**src/rtl/rv_pkg.sv**
```systemverilog
// Shared RISC-V front-end definitions: opcodes, the canonical NOP and the BHT entry layout.
package rv_pkg;

  localparam int unsigned RV_XLEN = 32;

  localparam logic [6:0]  OPC_JAL    = 7'b1101111;
  localparam logic [6:0]  OPC_BRANCH = 7'b1100011;
  localparam logic [31:0] NOP_INST   = 32'h00000013;

  localparam logic [1:0]  CTR_WEAK_NT = 2'b01;
  localparam logic [1:0]  CTR_WEAK_T  = 2'b10;

  // The tag is stored zero-extended to the full address width so one layout serves any table size.
  typedef struct packed {
    logic               valid;
    logic [RV_XLEN-1:0] tag;
    logic [RV_XLEN-1:0] target;
    logic [1:0]         ctr;
  } bht_entry_t;

endpackage

```
**src/rtl/bht_predictor.sv**
```systemverilog
// Direct-mapped branch history table with 2-bit saturating counters.
// The lookup is combinational; the update is registered, so a same-cycle lookup sees the old entry.
module bht_predictor
  import rv_pkg::*;
#(
  parameter int unsigned XLEN        = 32,
  parameter int unsigned BHT_ENTRIES = 16
) (
  input  logic            clk,
  input  logic            rst,
  input  logic [XLEN-1:0] lookup_pc_i,
  output logic            lookup_taken_o,
  output logic [XLEN-1:0] lookup_target_o,
  input  logic            upd_valid_i,
  input  logic [XLEN-1:0] upd_pc_i,
  input  logic            upd_taken_i,
  input  logic [XLEN-1:0] upd_target_i
);

  localparam int unsigned IDX = $clog2(BHT_ENTRIES);

  bht_entry_t bht_q [BHT_ENTRIES];

  function automatic logic [IDX-1:0] idx_of(input logic [XLEN-1:0] pc);
    return pc[IDX+1:2];
  endfunction

  function automatic logic [XLEN-1:0] tag_of(input logic [XLEN-1:0] pc);
    return pc >> (IDX + 2);
  endfunction

  function automatic logic [1:0] ctr_inc(input logic [1:0] c);
    return (c == 2'b11) ? c : c + 2'd1;
  endfunction

  function automatic logic [1:0] ctr_dec(input logic [1:0] c);
    return (c == 2'b00) ? c : c - 2'd1;
  endfunction

  logic [IDX-1:0] lk_idx, up_idx;
  bht_entry_t     lk_ent, up_ent;
  logic           up_hit;
  logic           unused_lsb;

  // Instructions are word aligned; the two low address bits never select anything.
  assign unused_lsb = ^{lookup_pc_i[1:0], upd_pc_i[1:0]};

  assign lk_idx          = idx_of(lookup_pc_i);
  assign lk_ent          = bht_q[lk_idx];
  assign lookup_taken_o  = lk_ent.valid && (lk_ent.tag == tag_of(lookup_pc_i)) && lk_ent.ctr[1];
  assign lookup_target_o = lk_ent.target;

  assign up_idx = idx_of(upd_pc_i);
  assign up_ent = bht_q[up_idx];
  assign up_hit = up_ent.valid && (up_ent.tag == tag_of(upd_pc_i));

  always_ff @(posedge clk) begin
    if (rst) begin
      for (int i = 0; i < int'(BHT_ENTRIES); i++) begin
        bht_q[i].valid <= 1'b0;
        bht_q[i].ctr   <= CTR_WEAK_NT;
      end
    end else if (upd_valid_i) begin
      if (up_hit) begin
        bht_q[up_idx].ctr <= upd_taken_i ? ctr_inc(up_ent.ctr) : ctr_dec(up_ent.ctr);
        if (upd_taken_i) begin
          bht_q[up_idx].target <= upd_target_i;
        end
      end else if (upd_taken_i) begin
        bht_q[up_idx].valid  <= 1'b1;
        bht_q[up_idx].tag    <= tag_of(upd_pc_i);
        bht_q[up_idx].target <= upd_target_i;
        bht_q[up_idx].ctr    <= CTR_WEAK_T;
      end
    end
  end

endmodule

```
**src/rtl/if_fetch_stage.sv**
```systemverilog
// Instruction fetch: PC register, BHT/JAL prediction, next-PC selection and the IF/ID register
// whose opcode/rs1/rs2 feed hazard detection.
module if_fetch_stage
  import rv_pkg::*;
#(
  parameter int unsigned     XLEN        = 32,
  parameter int unsigned     BHT_ENTRIES = 16,
  parameter logic [XLEN-1:0] RESET_PC    = '0
) (
  input  logic            clk,
  input  logic            rst,
  input  logic            pc_write,
  input  logic            if_id_write,
  input  logic            ex_redirect_valid,
  input  logic [XLEN-1:0] ex_redirect_pc,
  input  logic            ex_br_valid,
  input  logic [XLEN-1:0] ex_br_pc,
  input  logic            ex_br_taken,
  input  logic [XLEN-1:0] ex_br_target,
  output logic [XLEN-1:0] imem_addr,
  input  logic [31:0]     imem_rdata,
  output logic            if_id_valid,
  output logic [XLEN-1:0] if_id_pc,
  output logic [31:0]     if_id_inst,
  output logic [6:0]      if_id_opcode,
  output logic [4:0]      if_id_rs1,
  output logic [4:0]      if_id_rs2,
  output logic            if_id_pred_taken,
  output logic [XLEN-1:0] if_id_pred_target
);

  function automatic logic [XLEN-1:0] jal_imm(input logic [31:0] inst);
    logic [20:0] imm;
    imm = {inst[31], inst[19:12], inst[20], inst[30:21], 1'b0};
    return {{(XLEN-21){imm[20]}}, imm};
  endfunction

  logic [XLEN-1:0] pc_q, pc_d;
  logic            vld_q, vld_d;
  logic [XLEN-1:0] id_pc_q, id_pc_d;
  logic [31:0]     id_inst_q, id_inst_d;
  logic            id_pt_q, id_pt_d;
  logic [XLEN-1:0] id_ptgt_q, id_ptgt_d;

  logic            bht_taken;
  logic [XLEN-1:0] bht_target;
  logic [6:0]      fetch_opc;
  logic            pred_taken;
  logic [XLEN-1:0] pred_target;

  bht_predictor #(
    .XLEN        (XLEN),
    .BHT_ENTRIES (BHT_ENTRIES)
  ) u_bht (
    .clk             (clk),
    .rst             (rst),
    .lookup_pc_i     (pc_q),
    .lookup_taken_o  (bht_taken),
    .lookup_target_o (bht_target),
    .upd_valid_i     (ex_br_valid),
    .upd_pc_i        (ex_br_pc),
    .upd_taken_i     (ex_br_taken),
    .upd_target_i    (ex_br_target)
  );

  assign imem_addr = pc_q;
  assign fetch_opc = imem_rdata[6:0];

  always_comb begin
    pred_taken  = 1'b0;
    pred_target = pc_q + XLEN'(4);
    if (fetch_opc == OPC_JAL) begin
      pred_taken  = 1'b1;
      pred_target = pc_q + jal_imm(imem_rdata);
    end else if ((fetch_opc == OPC_BRANCH) && bht_taken) begin
      pred_taken  = 1'b1;
      pred_target = bht_target;
    end
  end

  // A redirect overrides any stall, on both the PC and the IF/ID register.
  always_comb begin
    pc_d      = pred_target;
    vld_d     = 1'b1;
    id_pc_d   = pc_q;
    id_inst_d = imem_rdata;
    id_pt_d   = pred_taken;
    id_ptgt_d = pred_target;
    if (ex_redirect_valid) begin
      pc_d      = ex_redirect_pc;
      vld_d     = 1'b0;
      id_pc_d   = '0;
      id_inst_d = NOP_INST;
      id_pt_d   = 1'b0;
      id_ptgt_d = '0;
    end else begin
      if (!pc_write) begin
        pc_d = pc_q;
      end
      if (!if_id_write) begin
        vld_d     = vld_q;
        id_pc_d   = id_pc_q;
        id_inst_d = id_inst_q;
        id_pt_d   = id_pt_q;
        id_ptgt_d = id_ptgt_q;
      end
    end
  end

  always_ff @(posedge clk) begin
    if (rst) begin
      pc_q      <= RESET_PC;
      vld_q     <= 1'b0;
      id_pc_q   <= '0;
      id_inst_q <= NOP_INST;
      id_pt_q   <= 1'b0;
      id_ptgt_q <= '0;
    end else begin
      pc_q      <= pc_d;
      vld_q     <= vld_d;
      id_pc_q   <= id_pc_d;
      id_inst_q <= id_inst_d;
      id_pt_q   <= id_pt_d;
      id_ptgt_q <= id_ptgt_d;
    end
  end

  assign if_id_valid       = vld_q;
  assign if_id_pc          = id_pc_q;
  assign if_id_inst        = id_inst_q;
  assign if_id_opcode      = id_inst_q[6:0];
  assign if_id_rs1         = id_inst_q[19:15];
  assign if_id_rs2         = id_inst_q[24:20];
  assign if_id_pred_taken  = id_pt_q;
  assign if_id_pred_target = id_ptgt_q;

endmodule

```
**config.mk**
```make
export PLATFORM = sky130hd
export DESIGN_NAME = if_fetch_stage
export DESIGN_NICKNAME = d
export VERILOG_FILES = /design/src/rtl/rv_pkg.sv /design/src/rtl/bht_predictor.sv /design/src/rtl/if_fetch_stage.sv
export SDC_FILE = /design/constraint.sdc
export NUM_CORES = 1
export LEC_CHECK = 0
export BUFFER_PORTS_ARGS = -buffer_cell sky130_fd_sc_hd__buf_2
export CORE_MARGIN = 1
export CORE_UTILIZATION = 55
export DETAILED_ROUTE_END_ITERATION = 6
export HOLD_SLACK_MARGIN = 0.08
export PLACE_DENSITY = 0.73
export SLEW_MARGIN = 10
export SYNTH_ARGS = -nofsm -noshare
export SYNTH_HDL_FRONTEND = slang
export SYNTH_SLANG_ARGS = --single-unit
```
**constraint.sdc**
```tcl
create_clock -name clk -period 9.85 [get_ports clk]
set_input_delay 2.4625 -clock clk [delete_from_list [all_inputs] [get_ports clk]]
set_output_delay 2.4625 -clock clk [all_outputs]
set_load 0.03 [all_outputs]
```
==> results of run 1 <==
-- where the power goes --
| group | leakage (nW) | internal (W) | switching, W |
|---|---|---|---|
| Combinational | 7.16 | 0.000390 | 0.000563 |
| Clock | 1.66 | 0.00222 | 0.00183 |
| Sequential | 9.87 | 0.00515 | 0.0000714 |
| Total | 18.7 | 0.00776 | 0.00246 |
-- worst max-delay path: cells and delay by family --
kind / cells / cell delay, ns
simple gates: 4 / 1.62
compound gates: 1 / 0.69
xor+xnor: 1 / 0.17
buf+inv: 3 / 1.73
mux: 2 / 0.89
-- flip-flops by register name, indices dropped and copies added, names as in the netlist, named ones only --
register	cells
if_id_pred_taken	1
if_id_inst	32
if_id_pc	32
imem_addr	32
if_id_valid	1
if_id_pred_target	32
u_bht.bht_q	976
-- logic make-up (layout without fill, tap and decap cells) --
family / count (synthesis) / after routing
flip-flops: 1110 / 1110
multiplexers: 534 / 534
AND/OR/NAND/NOR: 425 / 425
AO/OA/AOI/OAI: 331 / 331
buffers and inverters: 236 / 576
XOR/XNOR: 115 / 115
adder cells (fa/ha/maj): 34 / 34
other: 0 / 8
-- synth_stat cells, drive strengths merged (4+ instances only) --
master,instances
edfxtp,960
mux4,399
dfxtp,150
nor2,132
mux2i,128
buf,115
nand2,115
o21ai,91
a21oi,89
clkbuf,82
xnor2,68
xor2,47
inv,38
a21o,33
ha,31
nand3,28
and2,27
a32oi,25
nor2b,25
and3,24
nand4,21
a211oi,20
nor3,19
o22ai,15
nand2b,12
a31oi,9
mux2,7
o21bai,7
o21a,6
and4,5
o211ai,5
or2,5
or3,5
a221o,4
a221oi,4
-- metrics by stage --
step | worst slack (ns) | util (%) | cell area, um2 | hold WS (ns)
3_5_place_dp | 1.94 | 58.8 | 51300 | 0.468
5_1_grt | 2.46 | 62.8 | 54800 | 0.498
3_3_place_gp | 2.08 | 58.8 | 51300 | 0.447
6_report | 2.60 | 62.8 | 54800 | 0.486
4_1_cts | 2.68 | 62.8 | 54800 | 0.483
2_1_floorplan | 3.40 | - | 48800 | 0.443
-- cell type report --
class                           count  share of cell area, %
Antenna cell                        8                 0.0365
Clock buffer                      136                   5.26
Clock inverter                     68                   1.02
Inverter                           39                  0.274
Multi-Input combinational cell   1439                   29.3
Sequential cell                  1110                   58.1
Tap cell                         1155                   2.64
Timing Repair Buffer              333                   3.41
-- placed cells by master, fill, tap and decap left out, types with 47 or more instances in the layout --
master and instances:
mux2i_1 128, buf_4 51, xor2_1 47, mux4_2 399
edfxtp_1 960, dfxtp_1 146, clkbuf_16 111, o21ai_0 90
nor2_1 121, buf_2 276, xnor2_1 68, a21oi_1 88
nand2_1 114
-- routing by layer --
layer	track usage, %	vias up	routed length (um)
li1	-	11800	-
met1	41.8	15000	51100
met2	48.5	1869	66000
met3	6.81	292	14400
met4	9.82	16	4170
met5	0	-	104
-- how the worst max path moves through the flow --
| stage | startpoint | slack (ns) | endpoint | cells after the start |
|---|---|---|---|---|
| 2_1_floorplan | ex_br_pc[2] | 3.40 | u_bht.bht_q[7][10] | 6 |
| 5_1_grt | ex_br_pc[3] | 2.46 | u_bht.bht_q[11][43] | 11 |
| 3_5_place_dp | ex_br_pc[3] | 1.94 | u_bht.bht_q[11][49] | 11 |
| 3_3_place_gp | ex_br_pc[3] | 2.08 | u_bht.bht_q[11][49] | 11 |
| 4_1_cts | ex_br_pc[3] | 2.68 | u_bht.bht_q[11][42] | 11 |
| 6_report | ex_br_pc[3] | 2.60 | u_bht.bht_q[11][44] | 11 |
==> summary.md, run 1 <==
| Metric | Value |
|---|---|
| Synth Area in Compound Gates | 4.28% |
| Crit path arrival time | 7.62 ns |
| Filler Cells Inserted | 6071 |
| Unrepaired setup endpoints after global routing | no |
| Status | finished clean |
| Dominant synthesized flop cell | edfxtp_1 |
| CP Launch Type | input pin |
| Worst setup EP type | register |
| Fin Setup TNS | 0 ns |
| CORE AREA | 0.0873 mm2 |
| Max Clock Freq | 138 MHz |
| PwrDens | 187 mW/mm2 |
| Final Power | 0.0102 W |
| Post-synth top area cell | edfxtp_1 |
| Drt drc | 0 |
| Synth top area cells | edfxtp_1, mux4_2, dfxtp_1 |
| Share of cells above drive strength 1 | 30.1% |
| Post-synth EDFFs | 960 |
| Dpl cells | 4076 |
| Detailed Route Iter0 Violations | 3839 |
| Port buffer count | 279 |
| Vias in the first global route | 29100 |
| Distinct cells, synth | 62 |
| Die Y | 300 um |
| Post-CTS Setup Inserts | 0 |
| Max-Slew Margin vs Limit | 17.9% |
| CTS tree | yes |
| Synth Area in Simple Gates | 4.12% |
| Final min period | 7.25 ns |
| Post-DP HPWL | 80.0 mm |
| Hold depth | 1 |
| Hold Path Class | reg -> reg |
| Syn Area/Cell | 17.5 um2 |
| First-pass GRT wire length | 197 mm |
| Depth of the CTS H-tree | 3 |
| FF-to-FF End | imem_addr[23] |
| Leakage | 18.7 nW |
| Worst-Margin Slew | 1.23 ns |
| Main combinational cell family by area after synthesis | multiplexers |
| MaxCap Viol Count | 0 |
| Area fraction of the dominant cell type after synthesis | 59.0% |
| Final setup viols | 0 |
| Hold path endpoint | u_bht.bht_q[15][60] |
| TritonCTS sink count | 1110 |
| Pre-antenna DRT Iters | 6 |
| Grt ovf | 0 |
| Multi-input gate area | 0.0160 mm2 |
| Gp weighted congestion | 0.946 |
| Crit path max-delay cell type | nor2_4 |
| Resized Gates After CTS | 0 |
| Routed via count | 29000 |
| Sequential standard cell area | 0.0318 mm2 |
| Mux cell area share after synthesis | 21.2% |
| Final Skew | 0.0488 ns |
| Hold_buf cts | 0 |
| Critical path required time | 10.22 ns |
| Longest Clk Path Bufs | 3 |
| Setup slack, reg-to-reg | 4.26 ns |
| Seq/Total Area, Yosys | 65.2% |
| Peak supply drop | 200 uV |
| Slew Limit Fails | 0 |
| Clk Latency, worst-skew pair | 0.71 ns |
| Post-route ant nets | 0 |
| Most used cell, CP | buf_4 |
| Initial antenna violation count | 23 |
| Post-Route WL | 136 mm |
| Starting density of the core | 55.9% |
| Hold Crit Start | u_bht.bht_q[15][60] |
| Adder-cell share of the synthesized area | 0.876% |
| Crit-path max cell delay | 0.88 ns |
| Fin. Hold Viols | 0 |
| Synthesis-to-layout area growth | 12.2% |
| Sequence of cells on the critical path | buf_4 > buf_4 > mux4_2 > mux4_2 > xnor2_1 > nand4_1 > nor3_1 > a21oi_1 > nand2_1 > nor2_4 > buf_4 |
| Cell area after synthesis | 0.0488 mm2 |
| Number of synthesized register bits | 1110 |
| Full die area | 0.0900 mm2 |
| XOR/XNOR share of the synthesized area | 2.06% |
| R2r worst-path depth | 13 |
| WL per Instance | 31.7 um |
| Setup Crit Path Kind | in -> reg |
| Synth Net Count | 2952 |
| Row count | 108 |
| Root Driver | clkbuf_16 |
| I/O pin total | 282 |
| GRT Resource Usage Total | 30.3% |
| Clock transition at path regs | 0.06 ns |
| Die W | 300 um |
| Period utilisation layout | 73.6% |
| Mapped Cells | 2785 |
| Total CTS buffers | 109 |
| Non-filler instance count after layout | 4288 |
| Fin nets | 3199 |
| Crit path max fanout | 73 |
| Synth Warn # | 0 |
| Via density | 6.75 |
| FFs w/ async S/R, synth | 0% |
| Largest net degree at the start of global routing | 129 |
Power figures use the tool's default switching activity.
==> run 2: changes to the inputs <==
Clock period 9.85 ns to 7 ns, I/O delays scaled along.
==> run 2 against run 1 <==
Count of clock-buffer cells in the layout is 9 higher. Non-clock buffer count is 16 higher. Final cell count is 0.40% higher. Wire length is 0.32% lower. Critical path type unchanged. Largest cell class unchanged.
==> summary.md, run 2 (synthesized netlist as in run 1, its figures left out) <==
| Metric | Value |
|---|---|
| Status | finished clean (unchanged) |
| Crit-path leading delay family | buffers and inverters (unchanged) |
| Placement Setup Slack | 0.797 ns (was 1.94 ns) |
| Gp weighted congestion | 0.943 (was 0.946) |
| Hold_buf cts | 0 (unchanged) |
| Crit-path max cell delay | 0.68 ns (was 0.88 ns) |
| Synthesis-to-layout area growth | 13.1% (was 12.2%) |
| Max FFs per register | 976 (unchanged) |
| Share of cells above drive strength 1 | 30.8% (was 30.1%) |
| Part of the power in combinational logic | 9.2% (was 9.3%) |
| Resized Gates After CTS | 0 (unchanged) |
| Post-DP HPWL | 82.2 mm (was 80.0 mm) |
| Initial antenna violation count | 18 (was 23) |
| Clock transition at path regs | 0.06 ns (about the same) |
| Reg with most FFs | u_bht.bht_q (unchanged) |
| Post-Route WL | 135 mm (was 136 mm) |
| Psw | 0.00339 W (was 0.00246 W) |
| Worst setup EP type | register (unchanged) |
| Drt drc | 0 (unchanged) |
| Die Y | 300 um (unchanged) |
| Routed via count | 28800 (was 29000) |
| Fin nets | 3216 (was 3199) |
| Full die area | 0.0900 mm2 (unchanged) |
| Die W | 300 um (unchanged) |
| Post-layout util | 63.3% (was 62.8%) |
| Hold Path Class | reg -> reg (unchanged) |
| Setup slack, reg-to-reg | 1.84 ns (was 4.26 ns) |
| Power Internal | 0.0112 W (was 0.00776 W) |
| Largest net degree at the start of global routing | 117 (was 129) |
| Longest Clk Path Bufs | 3 (unchanged) |
| Crit path max-delay cell type | nor3_1 (was nor2_4) |
| Via density | 6.70 (was 6.75) |
| Port buffer count | 279 (unchanged) |
| PwrDens | 265 mW/mm2 (was 187 mW/mm2) |
| Critical path required time | 7.57 ns (was 10.22 ns) |
| Sw Share | 23.2% (was 24.1%) |
| Clk Latency, worst-skew pair | 0.69 ns (was 0.71 ns) |
| Depth of the CTS H-tree | 3 (unchanged) |
| Commonest non-fill, non-tap cell in the layout | edfxtp_1 (unchanged) |
| Final Skew | 0.0259 ns (was 0.0488 ns) |
| Period utilisation layout | 80.2% |
| First-pass GRT wire length | 197 mm (about the same) |
| Peak supply drop | 278 uV (was 200 uV) |
| Row count | 108 (unchanged) |
| Reg power frac | 50.3% (was 51.1%) |
| WL per Instance | 31.4 um (was 31.7 um) |
| Most frequent cells in the layout | edfxtp_1, mux4_2, buf_2 (unchanged) |
| Crit path arrival time | 6.19 ns (was 7.62 ns) |
| GRT Resource Usage Total | 30.2% (was 30.3%) |
| Clock power frac | 40.5% (was 39.6%) |
| Vias in the first global route | 29000 (was 29100) |
| I/O pin total | 282 (unchanged) |
| Grt ovf | 0 (unchanged) |
| Unrepaired setup endpoints after global routing | no (unchanged) |
| Fin worst setup slack | 1.38 ns (was 2.60 ns) |
| Setup Crit Path Kind | in -> reg (unchanged) |
| Post-route ant nets | 0 (unchanged) |
| Final Power | 0.0146 W (was 0.0102 W) |
| Slew Limit Fails | 0 (unchanged) |
| MaxCap Viol Count | 0 (unchanged) |
| Fin Setup TNS | 0 ns (unchanged) |
| Final min period | 5.62 ns |
| Worst-Margin Slew | 1.22 ns (was 1.23 ns) |
| CP bufs+invs | 5 (was 3) |
| Pre-antenna DRT Iters | 5 (was 6) |
| Final setup viols | 0 (unchanged) |
| Starting density of the core | 55.9% (unchanged) |
| Most used cell, CP | buf_4 (unchanged) |
| Fin. Hold Viols | 0 (unchanged) |
| Root Driver | clkbuf_16 (unchanged) |
| CTS tree | yes (unchanged) |
| TritonCTS sink count | 1110 (unchanged) |
| Post-CTS Setup Inserts | 0 (unchanged) |
| Max-Slew Margin vs Limit | 18.4% (was 17.9%) |
| Sequence of cells on the critical path | buf_6 > buf_4 > mux4_2 > mux4_2 > xnor2_1 > nand3_1 > nor3_1 > buf_4 > a21oi_1 > buf_4 > nand2_1 > nor2_4 > buf_12 > a21o_1 (was buf_4 > buf_4 > mux4_2 > mux4_2 > xnor2_1 > nand4_1 > nor3_1 > a21oi_1 > nand2_1 > nor2_4 > buf_4) |
| Leakage | 18.9 nW (was 18.7 nW) |
| Crit path max fanout | 41 (was 73) |
| CP Launch Type | input pin (unchanged) |
| Total CTS buffers | 110 (was 109) |
| CORE AREA | 0.0873 mm2 (unchanged) |
| Detailed Route Iter0 Violations | 3576 (was 3839) |
| Max Clock Freq | 178 MHz |
run 2: area by class of cell:
type / instances / area [um2]
diodes: 9 / 22.5
clock buffers: 145 / 3040
clock inverters: 59 / 578
fillers: 6053 / 32100
inverters: 39 / 150
multi-input cells: 1439 / 16000
flip-flops and latches: 1110 / 31800
well taps: 1155 / 1450
repair buffers: 349 / 2110
run 2: per-stage QoR:
step	cells	hold slack [ns]	cell area, um2
final	4305	0.488	55200
after global routing	4300	0.503	55200
after CTS	4296	0.487	55200
after detailed placement	4092	0.472	51600
after global placement	4092	0.447	51600
after floorplan	2785	0.443	48800
run 2: final timing paths:
kind,depth (start not counted),to,startpoint
setup / recovery,14,u_bht.bht_q[10][60],ex_br_pc[2]
hold / removal,1,u_bht.bht_q[1][60],u_bht.bht_q[1][60]
setup reg to reg,11,imem_addr[23],register
hold reg to reg,1,u_bht.bht_q[1][60],u_bht.bht_q[1][60]
run 2: worst reg2reg max path: stages, from the launching register on:
cell and delay, ns:
dfxtp_2 0.72, buf_4 0.47, mux4_2 0.27, nand2_1 0.07, and3_1 0.27, or3_1 0.36
a2111oi_0 0.75, nand4_1 0.14, nand4bb_2 0.32, and2_1 0.51, a211oi_1 0.94, o21ai_0 0.20
run 2: power by group through the flow:
| stage | combinational (W) | clock [W] | sequential [W] |
|---|---|---|---|
| after floorplan | 0.000848 | 0 | 0.00749 |
| after global placement | 0.00130 | 0 | 0.00749 |
| after detailed placement | 0.00132 | 0 | 0.00750 |
| after CTS | 0.00133 | 0.00596 | 0.00736 |
| after global routing | 0.00142 | 0.00621 | 0.00736 |
| final | 0.00134 | 0.00593 | 0.00736 |
run 2: metal layers:
layer  part of all wire (%)  vias up  track usage (%)  wire [um]
met2                     49     1679             48.9      66100
met5                  0.067        -                0         90
li1                       -    11800                -          -
met3                    9.1      297             5.54      12400
met4                    3.5       12             11.1       4710
met1                     38    15000             41.5      52100
